[config.mk]
export PLATFORM = sky130hd
export DESIGN_NAME = slice_addsub_seq_flat
export DESIGN_NICKNAME = d
export VERILOG_FILES = /design/src/rtl/calc_pkg.sv /design/src/rtl/slice_addsub_seq_if.sv /design/src/rtl/addsub_slice2.sv /design/src/rtl/slice_addsub_seq.sv /design/src/flat_wrapper.sv
export SDC_FILE = /design/constraint.sdc
export NUM_CORES = 1
export LEC_CHECK = 0
export ABC_AREA = 0
export CAP_MARGIN = 20
export CORE_MARGIN = 1.5
export CORE_UTILIZATION = 45
export CTS_CLUSTER_SIZE = 24
export DETAILED_ROUTE_END_ITERATION = 6
export PLACE_DENSITY = 0.72
export SETUP_SLACK_MARGIN = 0.1
export SLEW_MARGIN = 20
export SYNTH_ARGS = -nofsm -noshare
export SYNTH_HDL_FRONTEND = slang
export SYNTH_SLANG_ARGS = --single-unit
[constraint.sdc]
create_clock -name CLK -period 2.4 [get_ports CLK]
set_input_delay 0.36 -clock CLK [delete_from_list [all_inputs] [get_ports CLK]]
set_output_delay 0.36 -clock CLK [all_outputs]
set_load 0.01 [all_outputs]
[src/rtl/calc_pkg.sv]
// Shared types and constants for the sliced add/subtract sequencer.
package calc_pkg;

    localparam int unsigned SLICE_W = 2;

    localparam logic OP_ADD = 1'b0;
    localparam logic OP_SUB = 1'b1;

    typedef enum logic {
        IDLE = 1'b0,
        RUN  = 1'b1
    } state_e;

endpackage

[src/rtl/slice_addsub_seq_if.sv]
// Start/done request bus between entry logic and the add/subtract sequencer.
interface slice_addsub_seq_if #(
    parameter int unsigned WIDTH = 6
) ();

    logic             START;
    logic             OP;
    logic [WIDTH-1:0] A;
    logic [WIDTH-1:0] B;
    logic [WIDTH-1:0] RESULT;
    logic             COUT;
    logic             OVF;
    logic             BUSY;
    logic             DONE;

    modport master (
        output START, OP, A, B,
        input  RESULT, COUT, OVF, BUSY, DONE
    );

    modport slave (
        input  START, OP, A, B,
        output RESULT, COUT, OVF, BUSY, DONE
    );

endinterface

[src/rtl/addsub_slice2.sv]
// Combinational 2-bit ripple slice made of two chained full adders.
module addsub_slice2
    import calc_pkg::*;
(
    input  logic [SLICE_W-1:0] a_i,
    input  logic [SLICE_W-1:0] b_i,
    input  logic               cin_i,
    output logic [SLICE_W-1:0] sum_c_o,
    output logic               cout_c_o
);

    logic [SLICE_W:0] carry;

    assign carry[0] = cin_i;

    for (genvar i = 0; i < SLICE_W; i++) begin : g_fa
        assign sum_c_o[i]  = a_i[i] ^ b_i[i] ^ carry[i];
        assign carry[i+1]  = (a_i[i] & b_i[i]) | (carry[i] & (a_i[i] ^ b_i[i]));
    end

    assign cout_c_o = carry[SLICE_W];

endmodule

[src/rtl/slice_addsub_seq.sv]
// Multi-cycle signed add/subtract, one 2-bit slice per cycle, LSB first.
// Optional macro SLICE_ADDSUB_SAT_EN clamps an overflowed result to the signed limit.
module slice_addsub_seq
    import calc_pkg::*;
#(
    parameter int unsigned WIDTH = 6
) (
    input  logic               CLK,
    input  logic               RST_N,
    slice_addsub_seq_if.slave  bus
);

    localparam int unsigned N      = WIDTH / SLICE_W;
    localparam int unsigned IDX_W  = (N > 1) ? $clog2(N) : 1;
    localparam int unsigned BASE_W = $clog2(WIDTH);
    localparam int unsigned MSB    = WIDTH - 1;

    state_e             state_q, state_d;
    logic [IDX_W-1:0]   idx_q, idx_d;
    logic               carry_q, carry_d;
    logic [WIDTH-1:0]   a_q, a_d;
    logic [WIDTH-1:0]   b_q, b_d;
    logic [WIDTH-1:0]   result_q, result_d;
    logic               cout_q, cout_d;
    logic               ovf_q, ovf_d;
    logic               busy_q, busy_d;
    logic               done_q, done_d;

    logic [BASE_W-1:0]  base;
    logic [SLICE_W-1:0] a_sl, b_sl, sum_sl;
    logic               co_sl;

    // Current slice operands selected by the slice index.
    assign base = BASE_W'(32'(idx_q) * SLICE_W);
    assign a_sl = a_q[base +: SLICE_W];
    assign b_sl = b_q[base +: SLICE_W];

    addsub_slice2 u_slice (
        .a_i      (a_sl),
        .b_i      (b_sl),
        .cin_i    (carry_q),
        .sum_c_o  (sum_sl),
        .cout_c_o (co_sl)
    );

    always_comb begin
        state_d  = state_q;
        idx_d    = idx_q;
        carry_d  = carry_q;
        a_d      = a_q;
        b_d      = b_q;
        result_d = result_q;
        cout_d   = cout_q;
        ovf_d    = ovf_q;
        busy_d   = busy_q;
        done_d   = 1'b0;

        case (state_q)
            IDLE: begin
                if (bus.START) begin
                    a_d      = bus.A;
                    b_d      = (bus.OP == OP_SUB) ? ~bus.B : bus.B;
                    carry_d  = (bus.OP == OP_SUB);
                    idx_d    = '0;
                    result_d = '0;
                    cout_d   = 1'b0;
                    ovf_d    = 1'b0;
                    busy_d   = 1'b1;
                    state_d  = RUN;
                end
            end
            RUN: begin
                result_d[base +: SLICE_W] = sum_sl;
                carry_d = co_sl;
                idx_d   = idx_q + IDX_W'(1);
                // The last slice carries the MSB, so sum_sl[1] is the final sign bit.
                if (idx_q == IDX_W'(N - 1)) begin
                    cout_d  = co_sl;
                    ovf_d   = (a_q[MSB] == b_q[MSB]) && (sum_sl[SLICE_W-1] != a_q[MSB]);
                    done_d  = 1'b1;
                    busy_d  = 1'b0;
                    state_d = IDLE;
`ifdef SLICE_ADDSUB_SAT_EN
                    if (ovf_d) begin
                        result_d = a_q[MSB] ? {1'b1, {(WIDTH-1){1'b0}}}
                                            : {1'b0, {(WIDTH-1){1'b1}}};
                    end
`endif
                end
            end
            default: state_d = IDLE;
        endcase
    end

    always_ff @(posedge CLK) begin
        if (!RST_N) begin
            state_q  <= IDLE;
            idx_q    <= '0;
            carry_q  <= 1'b0;
            a_q      <= '0;
            b_q      <= '0;
            result_q <= '0;
            cout_q   <= 1'b0;
            ovf_q    <= 1'b0;
            busy_q   <= 1'b0;
            done_q   <= 1'b0;
        end else begin
            state_q  <= state_d;
            idx_q    <= idx_d;
            carry_q  <= carry_d;
            a_q      <= a_d;
            b_q      <= b_d;
            result_q <= result_d;
            cout_q   <= cout_d;
            ovf_q    <= ovf_d;
            busy_q   <= busy_d;
            done_q   <= done_d;
        end
    end

    assign bus.RESULT = result_q;
    assign bus.COUT   = cout_q;
    assign bus.OVF    = ovf_q;
    assign bus.BUSY   = busy_q;
    assign bus.DONE   = done_q;

endmodule
[src/flat_wrapper.sv]
// flat-port wrapper written by rule: the top's interface ports become plain ports
module slice_addsub_seq_flat import calc_pkg::*;
#(
    parameter int unsigned WIDTH = 6
)
  (CLK, RST_N, bus_START, bus_OP, bus_A, bus_B, bus_RESULT, bus_COUT, bus_OVF, bus_BUSY, bus_DONE);
  slice_addsub_seq_if #(.WIDTH(WIDTH)) bus_i ();
  input  logic CLK;
  input  logic RST_N;
  input wire logic [$bits(bus_i.START)-1:0] bus_START;
  input wire logic [$bits(bus_i.OP)-1:0] bus_OP;
  input wire logic [$bits(bus_i.A)-1:0] bus_A;
  input wire logic [$bits(bus_i.B)-1:0] bus_B;
  output wire logic [$bits(bus_i.RESULT)-1:0] bus_RESULT;
  output wire logic [$bits(bus_i.COUT)-1:0] bus_COUT;
  output wire logic [$bits(bus_i.OVF)-1:0] bus_OVF;
  output wire logic [$bits(bus_i.BUSY)-1:0] bus_BUSY;
  output wire logic [$bits(bus_i.DONE)-1:0] bus_DONE;
  assign bus_i.START = bus_START;
  assign bus_i.OP = bus_OP;
  assign bus_i.A = bus_A;
  assign bus_i.B = bus_B;
  assign bus_RESULT = bus_i.RESULT;
  assign bus_COUT = bus_i.COUT;
  assign bus_OVF = bus_i.OVF;
  assign bus_BUSY = bus_i.BUSY;
  assign bus_DONE = bus_i.DONE;
  slice_addsub_seq #(.WIDTH(WIDTH)) u_core (.CLK(CLK), .RST_N(RST_N), .bus(bus_i));
endmodule
==> impl_metrics.json <==
{
  "ff2ff_path_depth": 8,
  "hp-start": "u_core.bus.RESULT[3]",
  "core-area_sq_um": 2710,
  "synthToLayoutAreaGrowth_pct": 22.8,
  "remaining_drc_errors": 0,
  "num_vias": 1005,
  "cp_top_family": "adder cells",
  "grt.overflow.total": 0,
  "setup_tns_ns": 0,
  "rows": 19,
  "seq_area_frac_synth_pct": 41.2,
  "cts_max_path_buffers": 2,
  "num-fill-cells": 262,
  "drv_slew": 0,
  "worstSetupPathType": "flip-flop to flip-flop",
  "cts-root-buf": "clkbuf_4",
  "path_max_fanout": 6,
  "gp_congestion": 0.798,
  "final.period_utilization_pct": 89.9,
  "clk_pin_slew_ns": 0.13,
  "syn_nets": 156,
  "synth_commonest_cells": "nand2_1, dfxtp_1, a21boi_1, nor2b_1",
  "cts.hold.buffers_added": 0,
  "p_per_area_nw_per_um2": 519,
  "dr.pass1.iters": 4,
  "r2r_slack_ns": 0.24,
  "yosysTopAreaCell": "dfxtp_1",
  "path_cells": "nor2b_1, nand2_1, o21ai_0, fa_1, fa_2, nand2b_1, o22ai_1, a22o_1",
  "finalPower_uw": 805,
  "insertion_delay_ns": 0.31,
  "yosys_warnings": 0,
  "cts_tree": "yes",
  "fmax_ghz": 0.463,
  "min_path_type": "flip-flop to flip-flop",
  "worst_pin_slew_ns": 0.442,
  "ys_types": 31,
  "drtAntennaViolNets": 0,
  "antenna_found_initial": 0,
  "synth.area.top_cells": "dfxtp_1, nand2_1, mux2i_1, o211a_1, a21boi_1",
  "max_stage_delay_ns": 0.60,
  "whs_ns": 0.476,
  "setup_ws_ns": 0.242,
  "synth_seq_cells": 26,
  "maxSlewHeadroom_pct": 70.4,
  "cp.required_ns": 2.67,
  "dpl_worst_slack_ns": 0.126,
  "ir_worst_vdd_mv": 0.333,
  "finClkSkew_ns": 0.00238,
  "antenna_cells": 0,
  "status": "finished, final reports clean",
  "routedWlPerCell_um": 13.1,
  "grtUsageTotal_pct": 17.0,
  "synth_top_area_share_pct": 41.2,
  "synth_top_family_by_area": "simple AND/OR/NAND/NOR gates",
  "rr_startpoint": "u_core.idx_q[0]",
  "htreeDepth": 1,
  "nets": 181,
  "die_y_um": 56.0,
  "grt_pass1_vias": 1042,
  "stdcell_area_sq_um": 1550,
  "numPortBuffers": 25,
  "grt_first_pass_wirelength_mm": 4.33,
  "async_flop_share_pct": 0,
  "io_pins": 26,
  "crit_path_end_kind": "flip-flop",
  "die_w_um": 56.0,
  "synthFlopType": "dfxtp_1",
  "crit_slowest_cell": "fa_2",
  "synth_mux_area_share_pct": 4.75,
  "synth-compound-area-share_pct": 17.2,
  "dpl.hpwl_mm": 1.97,
  "cap_viol_max_count": 0,
  "initial_core_util_pct": 46.6,
  "hold-path-cell-count": 2,
  "final_cells": 189,
  "synthAdderAreaFrac_pct": 6.14,
  "routed_via_density": 5.32,
  "synth_xor_area_share_pct": 4.16,
  "hold_path_end": "u_core.bus.RESULT[3]",
  "syn_area_sq_um": 1260,
  "crit_arrival_ns": 2.42,
  "r2r-end": "u_core.bus.OVF",
  "cts_setup_buffers": 0,
  "synth-simple-area-share_pct": 21.2,
  "dieArea_sq_um": 3130,
  "total_leakage_power_nw": 0.612,
  "totalWireLength_mm": 2.48,
  "final_util_pct": 57.2,
  "hold_violations": 0,
  "place_area_sq_um": 1520,
  "synth.most_common_cell": "nand2_1",
  "cts.sinks": 26,
  "start_kind": "flip-flop",
  "netlist_instances": 135,
  "drt_iter0_markers": 15,
  "drive_gt1_share_pct": 6.96,
  "dp.cells": 186,
  "setup_viol": 0,
  "rsz0062_at_grt": "no",
  "critical_path_buf_inv_count": 0,
  "cts_made_buffers": 3,
  "synth_edf_count": 0,
  "period_needed_ns": 2.16,
  "synth_area_per_cell_sq_um": 9.36,
  "grt_max_degree": 20
}
-- flip-flops by register name (all words and copies together), names as in the netlist --
signal,count
u_core.bus.COUT,1
u_core.bus.BUSY,1
u_core.a_q,6
u_core.bus.OVF,1
u_core.bus.RESULT,6
u_core.state_q,1
u_core.idx_q,2
u_core.bus.DONE,1
u_core.carry_q,1
u_core.b_q,6
-- logic make-up (layout without fill, tap and decap cells) --
kind of cell	Yosys count	in the layout
AO/OA/AOI/OAI	29	29
XOR/XNOR	6	6
adder cells (fa/ha/maj)	5	5
buffers and inverters	11	34
flip-flops	26	26
multiplexers	6	6
AND/OR/NAND/NOR	52	52
-- worst max-delay path by stage --
stage	end	startpoint	slack, ns	cells past startpoint
2_1_floorplan	u_core.bus.OVF	u_core.idx_q[1]	0.28	8
3_3_place_gp	u_core.bus.OVF	u_core.idx_q[1]	0.22	7
3_5_place_dp	u_core.bus.OVF	u_core.idx_q[1]	0.13	7
4_1_cts	u_core.bus.OVF	u_core.idx_q[1]	0.20	7
5_1_grt	u_core.bus.OVF	u_core.idx_q[1]	0.11	7
6_report	u_core.bus.OVF	u_core.idx_q[0]	0.24	8
-- power breakdown --
part | switching [mW] | internal (mW) | total [mW] | leakage (nW)
registers | 0.0199 | 0.452 | 0.472 | 0.214
logic | 0.0706 | 0.0850 | 0.156 | 0.385
clock network | 0.118 | 0.0587 | 0.177 | 0.0138
-- worst min-delay path, cell delays in order (launching register included) --
cell and delay, ns:
dfxtp_1 0.33, nand3_1 0.06, a21boi_1 0.06
-- repair_timing --
action,CTS,global route
endpoints found under the hold margin,0,0
pin swaps,0,0
endpoints found under the setup margin,1,1
gates resized for setup,1,2
-- metal layers --
| metal | global-route usage (%) | part of all wire [%] | up-vias |
|---|---|---|---|
| li1 | - | - | 511 |
| met1 | 19.6 | 44 | 463 |
| met2 | 31.3 | 51 | 25 |
| met3 | 2.33 | 3.7 | 6 |
| met4 | 7.14 | 1.7 | 0 |
| met5 | 0 | 0 | - |
-- layout by cell type, fill, tap and decap left out, types with 3 or more instances in the layout --
cell             count
o211a_1              6
nand2b_1             4
clkbuf_4             3
a21boi_1             8
nor2b_1              8
ha_1                 3
o21ai_0              4
buf_4                4
clkdlybuf4s50_1     25
dfxtp_1             25
nand2_1             27
xnor2_1              6
mux2i_1              6
a21oi_1              3
-- final cells by class --
cell class / instances / area (sq um) / area share [%]
Sequential cell: 26 / 524 / 33.8
Timing Repair Buffer: 29 / 280 / 18.1
Tap cell: 31 / 38.8 / 2.50
Multi-Input combinational cell: 98 / 678 / 43.7
Inverter: 2 / 7.51 / 0.484
Clock buffer: 3 / 22.5 / 1.45
No activity file was read; power rests on OpenSTA's default activity.
==> RTL edit, RTL diff (config.mk and constraints unchanged) <==
Add a define of `SLICE_ADDSUB_SAT_EN`.
--- a/src/rtl/slice_addsub_seq.sv
+++ b/src/rtl/slice_addsub_seq.sv
@@ -1,4 +1,6 @@
 // Multi-cycle signed add/subtract, one 2-bit slice per cycle, LSB first.
 // Optional macro SLICE_ADDSUB_SAT_EN clamps an overflowed result to the signed limit.
+`define SLICE_ADDSUB_SAT_EN
+
 module slice_addsub_seq
     import calc_pkg::*;
Check against the original RTL: not equivalent (Yosys sat finds a counterexample within 10 cycles, from zero or initial values and one cycle with RST_N low).
==> RTL edit against the unedited design <==
- the flow now finishes with violations (setup timing)
- routed wire length grew 18%
- cell area rose by 13%
- critical path depth stayed put
- die area is 5.6% higher
- critical path type unchanged
- first-iteration DRC count grew 110%
- combinational power is 51% higher
- worst setup slack lost 290 ps
- sequential cell count did not move
- sequential power increased by 2%
- synthesized area increased by 5.9%
- utilization up 5.6 points
- largest cell class unchanged
- sequential share of layout area fell by 3.7 points
- count of clock-buffer cells in the layout unchanged
- power is 27% higher
==> RTL edit: results (changes against the unedited design) <==
Place
  • Final GP Congestion: 0.823 (+3.2%)
  • Post-DP HPWL: 2.14 mm (+8.8%)
  • Dpl ws: -81.0 ps (-207 ps)
  • Cell Area, Placed: 0.00163 mm² (+7.1%)

STA
  • Final Setup Violations: 3 (+3)
  • Fin Setup TNS: -60.6 ps (-60.6 ps)
  • Setup ws final: -43.2 ps (-286 ps)

Pwr
  • Leakage power: 0.000617 µW (+0.72%)
  • Peak supply drop: 0.437 mV (+31%)

Detailed routing
  • Met3 wire len: 79 µm (-14%)
  • WL final: 2.92 mm (+18%)
  • DRT iter0 DRCs: 31 (+16)
  • Met2 wire len: 1.45 mm (+15%)

GRT
  • Largest net degree at the start of global routing: 26 (+30%)
  • Met2 Use GR: 0.330 (+0.0169)
  • Met1 Resource Use GR: 0.244 (+0.0480)
  • Vias in the first global route: 1106 (+6.1%)
  • First-pass GRT wire length: 4.98 mm (+15%)

Synthesis
  • Syn Nets: 174 (+12%)
  • Synth top area share: 0.389 (-0.0231)
  • Post-synth cell types: 33 (+6.5%)
  • Mapped Cells: 151 (+12%)
  • Mux cell area share after synthesis: 0.0673 (+0.0198)
  • Synth area leaders: dfxtp_1 (39%), mux2i_1 (6.7%), ha_1 (4.7%)
  • Compound-Gate Fraction of Synth Area: 0.188 (+0.0156)
  • Post-Synth XOR/XNOR Area: 0.0393 (-0.00233)
  • Sequential fraction of the synthesis area: 0.389 (-0.0231)

Run status
  • Failing checks: setup timing
  • Status: finished with violations

Hold path
  • Hold Path End: u_core.a_q[1]

Clock tree
  • Clk Latency, worst-skew pair: 330 ps (+20 ps)

Setup path
  • Crit Path Max Fanout: 4 (-2)
  • Crit Reg-Reg Endpoint: u_core.bus.RESULT[5]
  • Worst EP arrival: 2730 ps (+310 ps)

Layout
  • Share of cells above drive strength 1: 0.152 (+0.0821)
[RTL edit: changes by cell type after synthesis, moves of 5 or more]
cell      change
a211oi_1      +8
a21boi_1      -8
o211a_1       -6
nand2_1      -11
nor2_1       +12
o22ai_1       +5
nor2b_1       -5
a21oi_1       +9
[RTL edit: what timing repair did]
item                                    CTS  global route
endpoints found under the setup margin    7             7
endpoints found under the hold margin     0             0
gates resized for setup                   8             6
buffers inserted                          2             0
pin swaps                                 2             3
[RTL edit: power breakdown]
part	internal, µW	leakage (µW)	switching, µW	total (µW)
clock	169	0.0000279	138	306
combinational	124	0.000375	112	236
sequential	456	0.000214	25.6	481
[RTL edit: how the worst max path moves through the flow]
stage | startpoint | endpoint | cells after the start
2_1_floorplan | u_core.idx_q[0] | u_core.bus.RESULT[5] | 9
3_3_place_gp | u_core.idx_q[0] | u_core.bus.RESULT[5] | 8
6_report | u_core.idx_q[0] | u_core.bus.RESULT[5] | 8
3_5_place_dp | u_core.idx_q[0] | u_core.bus.RESULT[5] | 8
4_1_cts | u_core.idx_q[0] | u_core.bus.RESULT[5] | 8
5_1_grt | u_core.idx_q[0] | u_core.bus.RESULT[0] | 10
[RTL edit: cells by family (layout without fill, tap and decap cells)]
family	count (synthesis)	after routing
XOR/XNOR	6	6
adder cells (fa/ha/maj)	7	7
buffers and inverters	15	42
AO/OA/AOI/OAI	38	38
multiplexers	9	9
flip-flops	26	26
AND/OR/NAND/NOR	50	50
[RTL edit: area by class of cell]
class                   count  area [µm²]  share of cell area
well taps                  31        38.8              0.0222
clock inverters             1        30.0              0.0172
flip-flops and latches     26         526               0.301
inverters                   5        18.8              0.0107
repair buffers             33         318               0.182
clock buffers               3        22.5              0.0129
multi-input cells         110         795               0.455
